### config.mk
export PLATFORM = sky130hd
export DESIGN_NAME = dibit_byte_rx
export DESIGN_NICKNAME = d
export VERILOG_FILES = /design/src/rtl/dibit_byte_rx.sv
export SDC_FILE = /design/constraint.sdc
export NUM_CORES = 1
export LEC_CHECK = 0
export CAP_MARGIN = 20
export CORE_ASPECT_RATIO = 1.4
export CORE_UTILIZATION = 51
export CTS_BUF_LIST = sky130_fd_sc_hd__clkbuf_8
export DETAILED_ROUTE_END_ITERATION = 10
export PLACE_DENSITY = 0.78
export SLEW_MARGIN = 30
export SYNTH_ARGS = -nofsm -noshare
export SYNTH_HDL_FRONTEND = slang
export SYNTH_SLANG_ARGS = --single-unit
### constraint.sdc
create_clock -name clk -period 1.61 [get_ports clk]
set_clock_uncertainty 0.1 [all_clocks]
set_input_delay 0.322 -clock clk [delete_from_list [all_inputs] [get_ports clk]]
set_output_delay 0.322 -clock clk [all_outputs]
set_load 0.005 [all_outputs]
### src/rtl/dibit_byte_rx.sv
`default_nettype none
// ============================================================================
// Module      : dibit_byte_rx
// Description : Receive-side dibit-to-byte reassembly for an RMII-style
//               2-bit-per-clock stream. Rebuilds each byte, marks the
//               last byte of a frame, reports the frame length, and flags
//               frames that end on a partial byte.
// Revision    : 1.0 - initial release
// ============================================================================
module dibit_byte_rx #(
  parameter int LSB_FIRST = 1,
  parameter int LEN_W     = 11
) (
  input  logic             clk,
  input  logic             rst,        // asynchronous, active-low
  input  logic             axiiv,
  input  logic [1:0]       axiid,
  output logic             axiov,
  output logic [7:0]       axiod,
  output logic             axiol,
  output logic [LEN_W-1:0] frame_len,
  output logic             frame_err
);

  localparam logic [LEN_W-1:0] LEN_MAX = {LEN_W{1'b1}};
  localparam logic [LEN_W-1:0] LEN_ONE = {{(LEN_W-1){1'b0}}, 1'b1};

  // Assembly state
  logic [1:0]       cnt_q,  cnt_d;
  logic [7:0]       sr_q,   sr_d;
  logic [7:0]       hold_q, hold_d;
  logic             hold_v_q, hold_v_d;
  logic [LEN_W-1:0] len_q,  len_d;
  logic             vld_q,  vld_d;     // axiiv seen on the previous edge

  // Output registers
  logic             axiov_q,     axiov_d;
  logic [7:0]       axiod_q,     axiod_d;
  logic             axiol_q,     axiol_d;
  logic [LEN_W-1:0] frame_len_q, frame_len_d;
  logic             frame_err_q, frame_err_d;

  // Shift register contents after accepting the current dibit
  logic [7:0]       sr_shift;

  generate
    if (LSB_FIRST != 0) begin : g_lsb_first
      // First dibit ends up in [1:0] after four shifts right
      assign sr_shift = {axiid, sr_q[7:2]};
    end else begin : g_msb_first
      // First dibit ends up in [7:6] after four shifts left
      assign sr_shift = {sr_q[5:0], axiid};
    end
  endgenerate

  // Next-state: dibit assembly, byte hand-off, frame termination
  always_comb begin
    cnt_d       = cnt_q;
    sr_d        = sr_q;
    hold_d      = hold_q;
    hold_v_d    = 1'b0;          // a held byte is always emitted on the next edge
    len_d       = len_q;
    vld_d       = axiiv;
    axiov_d     = hold_v_q;
    axiod_d     = axiod_q;
    axiol_d     = 1'b0;
    frame_len_d = frame_len_q;
    frame_err_d = 1'b0;

    // Emission of the byte completed on the previous edge
    if (hold_v_q) begin
      axiod_d = hold_q;
      if (!axiiv) begin
        // Envelope dropped right after a whole byte: this is the last one
        axiol_d     = 1'b1;
        frame_len_d = len_q;
        len_d       = '0;
      end
    end

    if (axiiv) begin
      sr_d  = sr_shift;
      cnt_d = cnt_q + 2'd1;
      if (cnt_q == 2'd3) begin
        hold_d   = sr_shift;
        hold_v_d = 1'b1;
        if (len_q != LEN_MAX) begin
          len_d = len_q + LEN_ONE;
        end
      end
    end else begin
      // Any idle edge leaves the assembler empty
      sr_d  = '0;
      cnt_d = 2'd0;
      if (vld_q && (cnt_q != 2'd0)) begin
        // Frame ended mid-byte: discard the stray dibits
        frame_err_d = 1'b1;
        len_d       = '0;
      end
    end
  end

  // State and output registers with asynchronous clear
  always_ff @(posedge clk or negedge rst) begin
    if (!rst) begin
      cnt_q       <= 2'd0;
      sr_q        <= 8'h00;
      hold_q      <= 8'h00;
      hold_v_q    <= 1'b0;
      len_q       <= '0;
      vld_q       <= 1'b0;
      axiov_q     <= 1'b0;
      axiod_q     <= 8'h00;
      axiol_q     <= 1'b0;
      frame_len_q <= '0;
      frame_err_q <= 1'b0;
    end else begin
      cnt_q       <= cnt_d;
      sr_q        <= sr_d;
      hold_q      <= hold_d;
      hold_v_q    <= hold_v_d;
      len_q       <= len_d;
      vld_q       <= vld_d;
      axiov_q     <= axiov_d;
      axiod_q     <= axiod_d;
      axiol_q     <= axiol_d;
      frame_len_q <= frame_len_d;
      frame_err_q <= frame_err_d;
    end
  end

  assign axiov     = axiov_q;
  assign axiod     = axiod_q;
  assign axiol     = axiol_q;
  assign frame_len = frame_len_q;
  assign frame_err = frame_err_q;

endmodule
`default_nettype wire

==> summary.md <==
| Metric | Value |
|---|---|
| Run status | complete, but fails checks |
| Violated checks | setup timing |
| Drt total wl | 4.11 mm |
| Startpoint kind of the worst setup timing path | register |
| Initial cell density of the core | 54.7% |
| IR drop worst, VDD | 0.821 mV |
| Clock Tree Buf Depth | 2 |
| Clk network pwr share | 33.4% |
| Pin slew with the least headroom to its limit | 0.372 ns |
| CTS H-tree lvls | 2 |
| Die Area | 0.00427 mm^2 |
| Detailed-routing iteration count for the pre-antenna-repair pass | 4 |
| Antenna violations before repair | 0 |
| Pre-CTS WS | -0.233 ns |
| Clock transition at the registers of the reported paths | 0.08 ns |
| CP peak stage delay | 0.38 ns |
| Synthesized cell area | 0.00205 mm^2 |
| Final-stage net count | 238 |
| Maximum fanout along the worst path | 10 |
| Post-route design area | 0.00273 mm^2 |
| Critical path required time | 1.71 ns |
| Cells taking the most area after synthesis | sky130_fd_sc_hd__dfrtp_1 (62%), sky130_fd_sc_hd__mux2_2 (8.8%), sky130_fd_sc_hd__nand2_1 (7.3%) |
| Overall track demand over capacity in global routing | 21.1% |
| Number of warning messages in the yosys log | 0 |
| Count of pins on the block boundary | 27 |
| Filler cells | 270 |
| Worst path buffer plus inverter count | 1 |
| Cells traversed along the worst timing path | ha_2 > nand4_1 > o31ai_2 > buf_4 > o211ai_1 > o31ai_1 |
| Post-synthesis register bit count | 51 |
| Cell at the slowest stage of the critical path | sky130_fd_sc_hd__dfrtp_1 |
| Number of nets in the synthesized netlist | 182 |
| Max Transition Viols Final | 0 |
| CTS tree | built |
| Final weighted congestion in routability-driven placement | 0.919 |
| Tightest Hold Check Type | reg2reg |
| Violation count after the first detailed-route iteration | 30 |
| Via density per instance | 5.47 |
| DRC viols | 0 |
| Number of clock sinks | 51 |
| Root buffer cell | sky130_fd_sc_hd__clkbuf_8 |
| Post-DP HPWL | 2.88 mm |
| Post-route setup TNS | -0.0196 ns |
| Relative slew margins | 75.0% |
| Number of buffers created by CTS | 5 |
| Standard-cell rows | 26 |
| I/O Buffers | 26 |
| Switching power share of the total | 22.0% |
| N_diodes | 0 |
| Clock insertion delay at the later pin of the skew report | 0.31 ns |
| Final worst path period share | 101% |
| Congestion Overflow GR | 0 |
| Count of distinct cell types in the synthesized netlist | 30 |
| Comb power frac | 12.7% |
| Critical path type | reg2reg |
| Leading area contributor after synthesis | sky130_fd_sc_hd__dfrtp_1 |
| Unrepaired setup endpoints after global routing | true |
| Synthesized instance count | 174 |
| Kind of cell with the highest combined delay on the critical path | compound AO/OA/AOI/OAI gates |
| Area post-placement | 0.00251 mm^2 |
| Leakage | 1.60 nW |
| Final hold violations | 0 |
| P per Cell Area | 991 mW/mm^2 |
| Sequential share of power | 53.8% |
| Setup slack of the critical path after layout | -0.0117 ns |
| Proportion of netlist area held by the largest area contributor | 62.4% |
| First-pass GRT wire length | 6.92 mm |
| Overall die height | 76.9 um |
| Antenna-violating nets left | 0 |
| Kind of capture point of the worst setup path | register |
| Crit path arrival time | 1.72 ns |
| Number of global-route vias before repair | 1,485 |
| Power Internal | 2.11 mW |
| Avg Cell Area, Syn | 11.8 um^2 |
| Detailed-route via count | 1,493 |
| Number of maximum-capacitance violations | 0 |
| Maximum number of pins on one net before global-route repair | 52 |
| P&R area growth vs syn | 33.5% |
| Number of endpoints failing setup at the final stage | 2 |
| Post-layout min period | 1.62 ns |
| WL per Instance | 15.1 um |
| Peak Freq | 617 MHz |
| Share of the core filled with cells | 73.0% |
| Switching power | 0.596 mW |
| Floorplan die width | 55.5 um |
| Placeable Area | 0.00374 mm^2 |
| Share of layout cells above drive strength 1 | 26.4% |
| Portion of the post-synthesis area used by sequential elements | 62.4% |
==> sequential cells by signal, summed over array words and instances, names as in the netlist, 2 cells and up <==
| register | cells |
|---|---|
| frame_len | 11 |
| len_q | 11 |
| axiod | 8 |
| hold_q | 8 |
| sr_q | 6 |
| cnt_q | 2 |
==> cells by family after synthesis <==
group / synth area share, %
simple gates: 16.7
mux: 9.30
compound gates: 7.28
fa+ha+maj: 1.84
buf+inv: 2.51
flops: 62.4
==> per-stage QoR <==
step / power [mW] / cells / hold WS [ns]
floorplan: 1.61 / 174 / -0.0736
global placement: 1.82 / 260 / 0.226
detailed placement: 1.84 / 260 / 0.229
CTS: 2.74 / 269 / 0.374
global route: 2.83 / 273 / 0.400
finish: 2.71 / 273 / 0.374
==> synthesized netlist by cell type <==
cell type / count
sky130_fd_sc_hd__nor2b_1: 1
sky130_fd_sc_hd__a21oi_1: 4
sky130_fd_sc_hd__o31ai_2: 1
sky130_fd_sc_hd__and2_1: 9
sky130_fd_sc_hd__inv_1: 5
sky130_fd_sc_hd__o21ai_1: 1
sky130_fd_sc_hd__nor2_1: 3
sky130_fd_sc_hd__o31ai_1: 5
sky130_fd_sc_hd__nand2_4: 1
sky130_fd_sc_hd__o311ai_0: 2
sky130_fd_sc_hd__clkinv_4: 1
sky130_fd_sc_hd__buf_2: 1
sky130_fd_sc_hd__nor4b_1: 1
sky130_fd_sc_hd__dfrtp_1: 51
sky130_fd_sc_hd__nand2_1: 40
sky130_fd_sc_hd__nand4_2: 1
sky130_fd_sc_hd__mux2_2: 16
sky130_fd_sc_hd__o21ai_0: 4
sky130_fd_sc_hd__nand4_1: 3
sky130_fd_sc_hd__o211ai_1: 4
sky130_fd_sc_hd__or4_1: 1
sky130_fd_sc_hd__ha_1: 3
sky130_fd_sc_hd__nor3_1: 3
sky130_fd_sc_hd__nand3_1: 4
sky130_fd_sc_hd__and4_1: 2
sky130_fd_sc_hd__mux2i_1: 1
sky130_fd_sc_hd__a31oi_1: 1
sky130_fd_sc_hd__buf_4: 1
sky130_fd_sc_hd__or3_1: 1
sky130_fd_sc_hd__clkbuf_1: 3
==> per-layer routing <==
layer	share of wire [%]	track usage [%]	up-vias	wire length, um
li1	-	-	709	-
met1	42	25.3	719	1710
met2	51	34.5	52	2080
met3	4.9	5.56	13	203
met4	2.9	11.3	0	120
met5	0	0	-	0
==> area by class of cell <==
cell class	count	area, um^2	area share, %
Tap cell	42	52.6	1.92
Timing Repair Buffer	54	518	19.0
Clock inverter	2	35.0	1.28
Inverter	6	27.5	1.01
Sequential cell	51	1280	46.7
Multi-Input combinational cell	112	739	27.1
Clock buffer	6	82.6	3.02
==> power by group through the flow <==
stage | logic [mW] | registers [mW] | clock network, mW
after global placement | 0.347 | 1.48 | 0
after floorplan | 0.133 | 1.48 | 0
final | 0.345 | 1.46 | 0.906
after CTS | 0.363 | 1.46 | 0.921
after detailed placement | 0.357 | 1.48 | 0
after global routing | 0.376 | 1.47 | 0.983
==> final timing paths <==
kind	start	endpoint	slack [ns]	cells past startpoint
max	len_q[0]$_DFF_PN0_	len_q[2]$_DFF_PN0_	-0.01	6
min	frame_len[4]$_DFFE_PN0P_	frame_len[4]$_DFFE_PN0P_	0.37	2
max reg2reg	len_q[0]$_DFF_PN0_	len_q[2]$_DFF_PN0_	-0.01	6
min reg2reg	frame_len[4]$_DFFE_PN0P_	frame_len[4]$_DFFE_PN0P_	0.37	2
max in group asynchronous	rst	len_q[0]$_DFF_PN0_	0.75	3
min in group asynchronous	rst	frame_len[3]$_DFFE_PN0P_	0.42	3
==> cell usage in the layout, fill, tap and decap left out, drive strengths merged, types with 5 or more instances in the layout <==
cell type      netlist  final
dfrtp               51     51
nand2               41     41
buf                  2     28
mux2                16     16
dlymetal6s2s         0     15
clkdlybuf4s50        0     10
and2                 9      9
clkbuf               3      6
o31ai                6      6
inv                  5      5
o21ai                5      5
==> tightest hold or removal path, stage by stage, from the launching register on <==
cell and delay [ns]:
sky130_fd_sc_hd__dfrtp_1 0.35, sky130_fd_sc_hd__nand2_1 0.05, sky130_fd_sc_hd__nand2_1 0.05
==> timing repair <==
item / CTS / global route
resized for setup: 2 / 23
buffers inserted: 0 / 5
cloned: 0 / 0
hold buffers: 1 / 0
endpoints found under the hold margin: 51 / 0
setup endpoints to repair: 6 / 26
pin swaps: 1 / 2
Power figures use the tool's default switching activity.
